[config.mk]
export PLATFORM = sky130hd
export DESIGN_NAME = seg_scan_driver
export DESIGN_NICKNAME = d
export VERILOG_FILES = /design/src/rtl/seg_scan_driver.sv
export SDC_FILE = /design/constraint.sdc
export NUM_CORES = 1
export LEC_CHECK = 0
export BUFFER_PORTS_ARGS = -buffer_cell sky130_fd_sc_hd__buf_2
export CORE_UTILIZATION = 59
export CTS_CLUSTER_SIZE = 8
export DETAILED_ROUTE_END_ITERATION = 8
export PLACE_DENSITY = 0.84
export SYNTH_ARGS = -nofsm -noshare
export SYNTH_HDL_FRONTEND = slang
export SYNTH_SLANG_ARGS = --single-unit
[constraint.sdc]
create_clock -name clk -period 2.9 [get_ports clk]
set_input_delay 0.58 -clock clk [delete_from_list [all_inputs] [get_ports clk]]
set_output_delay 0.58 -clock clk [all_outputs]
set_load 0.02 [all_outputs]
[src/rtl/seg_scan_driver.sv]
// Multiplexed 7-segment scan driver: hex decode, double-buffered frames, blank gap, leading-zero blanking.
// Ports: clk, reset, on, load, digit_data, dp_in, lz_sup, [blink_mask if SEG_SCAN_BLINK_EN] -> frame_done, segs.
module seg_scan_driver #(
  parameter int DIGITS = 4,
  parameter int DWELL  = 50000,
  parameter int BLANK  = 500
) (
  input  logic                  clk,
  input  logic                  reset,
  input  logic                  on,
  input  logic                  load,
  input  logic [4*DIGITS-1:0]   digit_data,
  input  logic [DIGITS-1:0]     dp_in,
  input  logic                  lz_sup,
`ifdef SEG_SCAN_BLINK_EN
  input  logic [DIGITS-1:0]     blink_mask,
`endif
  output logic                  frame_done,
  output logic [8+DIGITS-1:0]   segs
);

  localparam int IW = (DIGITS > 1) ? $clog2(DIGITS) : 1;
  localparam int CW = $clog2(DWELL + BLANK + 1);
  localparam logic [CW-1:0] DW_LAST = CW'(DWELL - 1);
  localparam logic [CW-1:0] BL_LAST =
    CW'((BLANK > 0) ? BLANK - 1 : 0);
  localparam logic [IW-1:0] IX_LAST = IW'(DIGITS - 1);

  typedef enum logic [1:0] {
    IDLE,
    SHOW,
    GAP
  } state_t;

  state_t                state;
  logic [IW-1:0]         idx;
  logic [CW-1:0]         cnt;
  logic [4*DIGITS-1:0]   pend_d;
  logic [DIGITS-1:0]     pend_p;
  logic [4*DIGITS-1:0]   act_d;
  logic [DIGITS-1:0]     act_p;
`ifdef SEG_SCAN_BLINK_EN
  logic [5:0]            fcnt;
`endif

  logic                  last;
  logic                  show_end;
  logic                  gap_end;
  logic                  slot_end;
  logic                  boundary;
  logic [IW-1:0]         nxt_idx;
  logic [3:0]            nib;
  logic                  dpl;
  logic                  lzb;
  logic                  dark;
  logic [DIGITS-1:0]     en;
  logic [8+DIGITS-1:0]   show_segs;

  function automatic logic [6:0] hex7(input logic [3:0] n);
    logic [6:0] s;
    unique case (n)
      4'h0: s = 7'h40;
      4'h1: s = 7'h79;
      4'h2: s = 7'h24;
      4'h3: s = 7'h30;
      4'h4: s = 7'h19;
      4'h5: s = 7'h12;
      4'h6: s = 7'h02;
      4'h7: s = 7'h78;
      4'h8: s = 7'h00;
      4'h9: s = 7'h10;
      4'hA: s = 7'h08;
      4'hB: s = 7'h03;
      4'hC: s = 7'h46;
      4'hD: s = 7'h21;
      4'hE: s = 7'h06;
      4'hF: s = 7'h0E;
    endcase
    return s;
  endfunction

  always_comb begin
    last     = (idx == IX_LAST);
    show_end = (state == SHOW) && (cnt == DW_LAST);
    gap_end  = (state == GAP) && (cnt == BL_LAST);
    slot_end = (BLANK == 0) ? show_end : gap_end;
    boundary = on && slot_end && last;
    nxt_idx  = last ? '0 : idx + 1'b1;
    nib      = act_d[{idx, 2'b00} +: 4];
    dpl      = act_p[idx];
    // Blank when this nibble and every higher one is zero.
    lzb      = lz_sup && (idx != '0) &&
               ((act_d >> {idx, 2'b00}) == '0);
    dark     = 1'b0;
`ifdef SEG_SCAN_BLINK_EN
    dark     = blink_mask[idx] && fcnt[5];
`endif
    for (int k = 0; k < DIGITS; k++) begin
      en[k] = (idx != IW'(k));
    end
    if (dark)
      show_segs = '1;
    else
      show_segs = {en, ~dpl,
                   lzb ? 7'h7F : hex7(nib)};
  end

  always_ff @(posedge clk or posedge reset) begin
    if (reset) begin
      state      <= IDLE;
      idx        <= '0;
      cnt        <= '0;
      pend_d     <= '0;
      pend_p     <= '0;
      act_d      <= '0;
      act_p      <= '0;
      frame_done <= 1'b0;
      segs       <= '1;
`ifdef SEG_SCAN_BLINK_EN
      fcnt       <= '0;
`endif
    end else begin
      frame_done <= boundary;
`ifdef SEG_SCAN_BLINK_EN
      if (boundary)
        fcnt <= fcnt + 1'b1;
`endif
      if (load) begin
        pend_d <= digit_data;
        pend_p <= dp_in;
      end
      // Idle or frame-boundary loads pass straight through.
      if (load && (state == IDLE || boundary)) begin
        act_d <= digit_data;
        act_p <= dp_in;
      end else if (boundary) begin
        act_d <= pend_d;
        act_p <= pend_p;
      end
      if (on && state == SHOW)
        segs <= show_segs;
      else
        segs <= '1;
      if (!on) begin
        state <= IDLE;
        idx   <= '0;
        cnt   <= '0;
      end else begin
        case (state)
          IDLE: begin
            state <= SHOW;
            idx   <= '0;
            cnt   <= '0;
          end
          SHOW: begin
            if (cnt == DW_LAST) begin
              cnt <= '0;
              if (BLANK == 0) begin
                idx <= nxt_idx;
              end else begin
                state <= GAP;
              end
            end else begin
              cnt <= cnt + 1'b1;
            end
          end
          GAP: begin
            if (cnt == BL_LAST) begin
              cnt   <= '0;
              idx   <= nxt_idx;
              state <= SHOW;
            end else begin
              cnt <= cnt + 1'b1;
            end
          end
          default: begin
            state <= IDLE;
            idx   <= '0;
            cnt   <= '0;
          end
        endcase
      end
    end
  end

endmodule
==> metrics.txt, run 1 <==
Final nets 414; RSZ-0062 raised after global routing no; cts hold-fix bufs 0; CP max-delay cell a31oi_1; area growth from synthesis to layout 12.13%; hold crit path type primary input to asynchronous set/reset pin; Tmin final about 2.6 ns; final wirelength 7.082 mm; GR Overflow Total 0; final core occ 69.72%; Worst Setup SP idx[0]; Via-to-Cell Ratio just under 6; leading cell type in the layout, fill and taps excluded dfrtp_1; Worst setup SP type flip-flop; gpl congestion around 0.85; worst r2r dst segs[1]; Clock Sinks 73; Synth cell types 44; # rows 28; sequential power share 44.7%; fmax 0.3908 GHz; Global Route Usage Sum 24.32%; P_leak approximately 1.9 nW; top_reg_cell synth dfrtp_1; number of synthesized register bits 73; IO Pins 38; DR pass1 iterations 4; Hold Vio Cnt, Final 0; Starting DRT DRC Count 202; CTS resizes 0; Syn Nets 376; antenna fix cells 0; R2R cell count 7; largest net degree at the start of global routing 60; first-pass GRT wire length ~12 mm; worst-margin pin slew 0.7633 ns; status finished, final reports clean; clk buf depth 2; die width 81.46 um; IO buf count 37; CP endpoint segs[1]; r2r startpoint idx[0]; # setup viols final 0; Layout Skew approximately 0.011 ns; CTS Buf Count 9; number of setup buffers added after CTS 0; core box area 5991 um2; synth warn 0; most frequent cells in the layout 61 x dfrtp_1, 38 x nand2_1, 37 x buf_2; Gate Count Post-Synth 336; internal power 2.063 mW; CTS tree done; crit path DAT around 2.8 ns; Yosys top cell by area dfrtp_1; fraction of registers with async set or reset after synthesis between 90% and 100%; Max Slew Vio Count 0; Die ar. approximately 6600 um2; Combinational Power Share 29.3%; CP Capture Type flip-flop; drt wl/cell 15.60 um; Post-DRT Antenna Nets 0; largest cells by area after synthesis dfrtp_1 41%, dfstp_2 8.5%, mux2_2 7.0%; Mean Syn Cell Area 11.09 um2; dpl hpwl just under 5 mm; setup_tns 0 ns; clock share of power 26.0%; Sw Ratio 34.43%; mapped cell area 3725 um2; Switching Power approximately 1.1 mW; Critical Path RT 3.11 ns; Slew headroom 47.66%; Pwr Density 753.2 nW/um2; initial core utilization between 60% and 70%; register area share after synthesis between 40% and 50%; Peak VDD IR ~0.45 mV; R2R Setup Slk 0.34 ns; Clk pin slew, worst setup/hold paths ~0.080 ns; Crit path largest cell delay 0.46 ns; initial antenna violation count 0; cell breakdown of the critical path mux4_2 > inv_1 > ha_1 > and4b_1 > a31o_2 > a31oi_1 > o311ai_0; H-tree depth 3; Clock Latency Late Sink 0.35 ns; period utilization 88.25%; vias in the first global route about 2500; Vias 2617; class of the most critical setup path flip-flop to flip-flop; DIE HEIGHT 81.46 um; Critical Path Fanout Max 7; CTS root buffer clkbuf_8; ratio of cells with drive above 1 in the final layout between 20% and 30%; share of the synthesized area in the top cell type 40.98%; Post-synth EDFFs 0; Residual DRC 0; Max Cap Viol 0
## synthesized netlist by cell type (6+ instances only)
cell and number:
o21ai_0 19, nand3_1 10, nand4_1 6, dfstp_2 12, dfrtp_1 61, nor2_1 28
ha_1 15, xor2_1 9, mux2i_1 24, inv_1 12, nand2_1 38, clkbuf_1 6
mux2_2 23
## critical path, delay by kind of cell (launching register included)
family / cells / cell delay [ns]
muxes: 1 / 0.43
buffers and inverters: 1 / 0.11
and+or+nand+nor: 1 / 0.22
adders and majority gates: 1 / 0.26
DFF: 1 / 0.42
AOI/OAI and AO/OA: 3 / 0.99
## per-stage QoR
| step | area [um2] | worst slack (ns) | instances | hold slack (ns) | power, mW |
|---|---|---|---|---|---|
| 2_1_floorplan | 3725 | 0.4866 | 336 | 0.4479 | 2.108 |
| 3_3_place_gp | 3971 | 0.4422 | 438 | 0.4615 | 2.279 |
| 3_5_place_dp | 3971 | 0.3914 | 438 | 0.4746 | 2.333 |
| 4_1_cts | 4177 | 0.3653 | 454 | 0.1907 | 3.156 |
| 5_1_grt | 4177 | 0.1493 | 454 | 0.2180 | 3.348 |
| 6_report | 4177 | 0.3408 | 454 | 0.1837 | 3.146 |
## power by group through the flow
stage	sequential [mW]	combinational, mW	clock, mW
after global routing	1.43	1.04	0.872
after global placement	1.41	0.867	0
after floorplan	1.40	0.704	0
after CTS	1.41	0.922	0.826
after detailed placement	1.43	0.906	0
final	1.41	0.920	0.818
## layer usage
layer  track usage (%)  wire (um)  share of wire (%)
met5                 0          0                  0
met2             37.25       3419                 48
met3             5.111        310                4.4
met1             32.74       3161                 45
met4             12.32        190                2.7
## worst min-delay path by stage
stage                 from         to  cells past startpoint
floorplan           cnt[0]     cnt[0]                      1
global placement    cnt[0]     cnt[0]                      1
detailed placement  cnt[0]     cnt[0]                      1
CTS                  reset   act_d[0]                      2
global route         reset  pend_p[0]                      2
finish               reset  pend_p[0]                      2
## final cells by class
class | count | area (um2)
flip-flops and latches | 73 | 1842
fillers | 429 | 1814
multi-input cells | 235 | 1748
repair buffers | 43 | 242.7
clock buffers | 11 | 151.4
well taps | 75 | 93.84
clock inverters | 5 | 53.80
inverters | 12 | 45.04
## state kept, by name (all words and copies together), names as in the netlist
| name | flops |
|---|---|
| segs | 12 |
| state | 2 |
| pend_p | 4 |
| act_p | 4 |
| idx | 2 |
| act_d | 16 |
| cnt | 16 |
| pend_d | 16 |
| frame_done | 1 |
## cell families after synthesis
kind of cell / share of synthesized area (%)
flops: 49.45
buf+inv: 3.628
mux: 15.82
compound gates: 8.398
fa+ha+maj: 5.039
simple gates: 14.38
xor+xnor: 3.292
Power figures use the tool's default switching activity.
==> run 2, diff against run 1 <==
--- a/config.mk
+++ b/config.mk
@@ -6,10 +6,11 @@
 export NUM_CORES = 1
 export LEC_CHECK = 0
 export BUFFER_PORTS_ARGS = -buffer_cell sky130_fd_sc_hd__buf_2
-export CORE_UTILIZATION = 59
+export CORE_UTILIZATION = 53
 export CTS_CLUSTER_SIZE = 8
 export DETAILED_ROUTE_END_ITERATION = 8
-export PLACE_DENSITY = 0.84
+export GPL_ROUTABILITY_DRIVEN = 0
+export PLACE_DENSITY = 0.8
 export SYNTH_ARGS = -nofsm -noshare
 export SYNTH_HDL_FRONTEND = slang
 export SYNTH_SLANG_ARGS = --single-unit
==> constraint.sdc (replaced) <==
create_clock -name clk -period 2.2 [get_ports clk]
set_input_delay 0.44 -clock clk [delete_from_list [all_inputs] [get_ports clk]]
set_output_delay 0.44 -clock clk [all_outputs]
set_load 0.02 [all_outputs]
==> metrics.txt, run 2 (synthesis gave the netlist of run 1 again) <==
# setup viols final 1; clk buf depth 2; worst r2r dst act_d[10]; crit path DAT 2.51 ns; failing checks negative setup slack; leading cell type in the layout, fill and taps excluded dfrtp_1; Critical Path Fanout Max 10; GR Overflow Total 0; drt wl/cell 16.82 um; initial antenna violation count 0; CTS Buf Count 9; period utilization 102.8%; hold crit path type primary input to asynchronous set/reset pin; Via-to-Cell Ratio 5.610; Post-DRT Antenna Nets 0; IO buf count 37; total power 4.519 mW; largest net degree at the start of global routing 74; antenna fix cells 0; Residual DRC 0; Pwr Density 988.6 nW/um2; CP most frequent cell or4_4; Hold Vio Cnt, Final 0; top flop regs act_d (16), cnt (16), pend_d (16); initial core utilization 54.83%; Max Slew Vio Count 0; core box area between 6000 and 7000 um2; DIE HEIGHT 85.83 um; RSZ-0062 raised after global routing yes; Critical Path RT ~2.5 ns; Clk pin slew, worst setup/hold paths 0.08 ns; ratio of cells with drive above 1 in the final layout 36.95%; H-tree depth 3; status finished, violations left; DR pass1 iterations 5; fmax roughly 0.44 GHz; R2R cell count 7; die width roughly 86 um; Vias around 2800; P_leak 2.073 nW; Slew headroom 61.02%; CTS root buffer clkbuf_8; Clock Sinks 73; Max Cap Viol 0; # rows 30; Worst setup SP type flip-flop; CP max-delay cell or4_4; cell breakdown of the critical path or4_4 > or4_4 > o21ai_4 > buf_12 > buf_8 > nand2_1 > o21ai_1; Layout Skew about 0.011 ns; Final nets around 440; Die ar. 7367 um2; placed cell area 4212 um2; r2r startpoint cnt[2]; setup ws final -0.06108 ns; CTS tree done; hold_ws ~0.2 ns; Clock Latency Late Sink ~0.34 ns; Crit path largest cell delay 0.57 ns; Peak VDD IR a little over 0.4 mV; first-pass GRT wire length around 13 mm; most frequent cells in the layout 60 x dfrtp_1, 37 x buf_2, 33 x nand2_1; R2R Setup Slk -0.06 ns; CP delay by family, top simple AND/OR/NAND/NOR gates; final wirelength 8.445 mm; Tmin final about 2.3 ns; fin area 4571 um2; area growth from synthesis to layout 22.71%; final core occ between 60% and 70%; vias in the first global route 2653; worst-margin pin slew 0.5785 ns; dpl hpwl 5.356 mm; CP bufs+invs 2; setup_tns -0.06108 ns; Starting DRT DRC Count 235; CP Capture Type flip-flop; class of the most critical setup path flip-flop to flip-flop; Global Route Usage Sum 22.71%; IO Pins 38
run 2: power by group:
group / switching [mW] / total (mW) / internal (mW)
clock: 0.487 / 1.00 / 0.515
combinational: 0.886 / 1.65 / 0.766
sequential: 0.223 / 1.86 / 1.64
run 2: per-stage QoR:
stage,setup WS (ns),std cells
6_report,-0.06108,502
3_5_place_dp,-0.06726,480
3_3_place_gp,-0.01693,480
2_1_floorplan,-0.04802,336
5_1_grt,-0.08516,502
4_1_cts,0.008526,496
run 2: layout make-up:
class | instances | area [um2]
inverter | 12 | 48.80
fill | 523 | 2223
sequential | 73 | 1843
multi-input combinational | 235 | 1807
clock inverter | 5 | 57.56
clock buffer | 10 | 127.6
tap | 96 | 120.1
timing repair buffer | 71 | 566.8
run 2: timing repair:
| item | 4_1_cts | 5_1_grt |
|---|---|---|
| gates cloned | 0 | 5 |
| gates resized for setup | 4 | 23 |
| setup buffers | 1 | 1 |
| setup endpoints to repair | 2 | 13 |
| hold buffers | 0 | 0 |
| pin swaps | 1 | 4 |
run 2: worst min-delay path: cells and delay by family:
family	cells	cell delay, ns
buf+inv	3	0.50
run 2: worst max path at each step:
stage / startpoint / end / slack, ns / depth (start not counted)
global route: cnt[9] / act_d[10] / -0.09 / 7
global placement: idx[0] / segs[0] / -0.02 / 7
CTS: cnt[12] / act_d[0] / 0.009 / 6
detailed placement: idx[0] / segs[0] / -0.07 / 7
finish: cnt[2] / act_d[10] / -0.06 / 7
floorplan: idx[0] / segs[0] / -0.05 / 8
run 2: routing by layer:
layer  GRT usage (%)  share of wire [%]  vias up
li1                -                  -     1324
met1           30.02                 44     1392
met2           36.00                 49       84
met3           3.657                4.5       16
met4           12.42                2.1        0
met5               0                  0        -
==> run 3, diff against run 2 <==
--- a/config.mk
+++ b/config.mk
@@ -6,11 +6,12 @@
 export NUM_CORES = 1
 export LEC_CHECK = 0
 export BUFFER_PORTS_ARGS = -buffer_cell sky130_fd_sc_hd__buf_2
+export CORE_MARGIN = 8
 export CORE_UTILIZATION = 53
 export CTS_CLUSTER_SIZE = 8
 export DETAILED_ROUTE_END_ITERATION = 8
 export GPL_ROUTABILITY_DRIVEN = 0
-export PLACE_DENSITY = 0.8
+export PLACE_DENSITY_LB_ADDON = 0.08
 export SYNTH_ARGS = -nofsm -noshare
 export SYNTH_HDL_FRONTEND = slang
 export SYNTH_SLANG_ARGS = --single-unit
==> metrics.txt, run 3 (synthesis gave the netlist of run 1 again) <==
Clk pin slew, worst setup/hold paths 0.08 ns; drt wl/cell around 16 um; initial core utilization 54.83%; most frequent cells in the layout 60 x dfrtp_1, 37 x buf_2, 36 x nand2_1; crit path DAT roughly 2.5 ns; CTS tree done; Sequential Area 1843 um2; Tmin final between 2 and 2.5 ns; worst r2r dst act_d[10]; clk buf depth 2; fin area 4597 um2; DR pass1 iterations 4; first-pass GRT wire length 12.41 mm; Hold Vio Cnt, Final 0; Final nets roughly 450; ratio of cells with drive above 1 in the final layout 36.89%; placed insts 481; hold crit path type primary input to asynchronous set/reset pin; Starting DRT DRC Count about 130; fillers 527; IO Pins 38; class of the most critical setup path flip-flop to flip-flop; Global Route Usage Sum 15.76%; Residual DRC 0; Clock Sinks 73; CP most frequent cell or4_4; Levels on crit path 7; GR Overflow Total 0; met1 Track Usage GR 20.41%; r2r startpoint cnt[14]; CP bufs+invs 2; initial antenna violation count 0; # setup viols final 0; Worst setup SP type flip-flop; met2 global-route usage 24.58%; dpl hpwl 5.384 mm; Die ar. 9966 um2; DIE HEIGHT 99.83 um; RSZ-0062 raised after global routing yes; M3 GR Usage about 3.4%; period utilization 99.63%; P_leak 2.098 nW; antenna fix cells 0; H-tree depth 3; Top Usage Layer GRT met2; Via-to-Cell Ratio between 5 and 6; # rows 30; final wirelength between 8 and 9 mm; area growth from synthesis to layout 23.41%; Peak VDD IR 0.4934 mV; die width 99.83 um; placed cell area 4219 um2; core box area approximately 6800 um2; Slew headroom 66.08%; total power 4.530 mW; fmax 0.4562 GHz; largest net degree at the start of global routing between 70 and 80; CTS root buffer clkbuf_8; vias in the first global route 2607; CP max-delay cell or4_4; leading cell type in the layout, fill and taps excluded dfrtp_1; Post-DRT Antenna Nets 0; cell breakdown of the critical path or4_4 > or4_4 > o21ai_4 > buf_12 > buf_6 > nand2_1 > o21ai_0; status finished, final reports clean; CP Capture Type flip-flop; CTS Buf Count 9; Layout Skew 0.009964 ns; IO buf count 37; R2R Setup Slk 0.008 ns; Multi-input gate area 1795 um2; Clock Latency Late Sink 0.34 ns; R2R cell count 7; Max Slew Vio Count 0; Vias 2711; Critical Path Fanout Max 10; Max Cap Viol 0; Critical Path RT 2.46 ns; worst-margin pin slew between 0.5 and 0.6 ns; top flop regs act_d (16), cnt (16), pend_d (16); Pwr Density slightly below 1000 nW/um2; setup_tns 0 ns; final std cells w/o fill 508; Crit path largest cell delay 0.57 ns; CP delay by family, top simple AND/OR/NAND/NOR gates
[run 3: cell types whose count changed in the layout (fill, tap and decap cells not counted), sizes merged]
cell    delta
clkbuf     -2
inv        +2
buf        +6
[run 3: cell type report]
| type | instances | share of cell area (%) |
|---|---|---|
| timing repair buffer | 76 | 12.77 |
| tap | 96 | 2.613 |
| clock buffer | 9 | 2.695 |
| sequential | 73 | 40.09 |
| clock inverter | 7 | 1.715 |
| multi-input combinational | 235 | 39.06 |
| inverter | 12 | 1.062 |
[run 3: how the worst max path moves through the flow]
stage          startpoint   endpoint  slack [ns]
4_1_cts           cnt[12]   act_d[3]       0.003
5_1_grt           cnt[14]  act_d[10]       -0.04
3_3_place_gp       idx[0]    segs[0]        0.01
2_1_floorplan      idx[0]    segs[0]       -0.05
3_5_place_dp       idx[0]    segs[0]       -0.03
6_report          cnt[14]  act_d[10]       0.008
[run 3: timing repair]
action,in CTS,in global routing
hold endpoints to repair,0,0
cloned,0,5
endpoints found under the setup margin,1,18
pin swaps,1,6
hold buffers,0,0
resized for setup,1,16
setup buffers,0,6
[run 3: where the power goes]
group | switching, mW | leakage, nW | internal (mW)
sequential | 0.219 | 0.896 | 1.64
combinational | 0.837 | 1.11 | 0.775
clock | 0.525 | 0.0925 | 0.533
[run 3: layer usage]
| layer | share of wire, % | vias to the layer above |
|---|---|---|
| li1 | - | 1336 |
| met1 | 49 | 1313 |
| met2 | 46 | 56 |
| met5 | 0 | - |
| met4 | 1.1 | 0 |
| met3 | 3.6 | 6 |
[run 3: metrics by stage]
step           utilization [%]  hold slack (ns)  setup WS [ns]
6_report                 67.66           0.1934       0.008126
2_1_floorplan                -           0.4479       -0.04802
5_1_grt                  67.66           0.2187       -0.03898
3_5_place_dp             62.10           0.4762       -0.03184
4_1_cts                  65.10           0.2075       0.002523
3_3_place_gp             62.10           0.4689       0.009624
[run 3: worst reg2reg max path, cell delays in order (launching register included)]
cell and delay (ns):
dfrtp_1 0.39, or4_4 0.56, or4_4 0.57, o21ai_4 0.16, buf_12 0.15, buf_6 0.16
nand2_1 0.06, o21ai_0 0.07
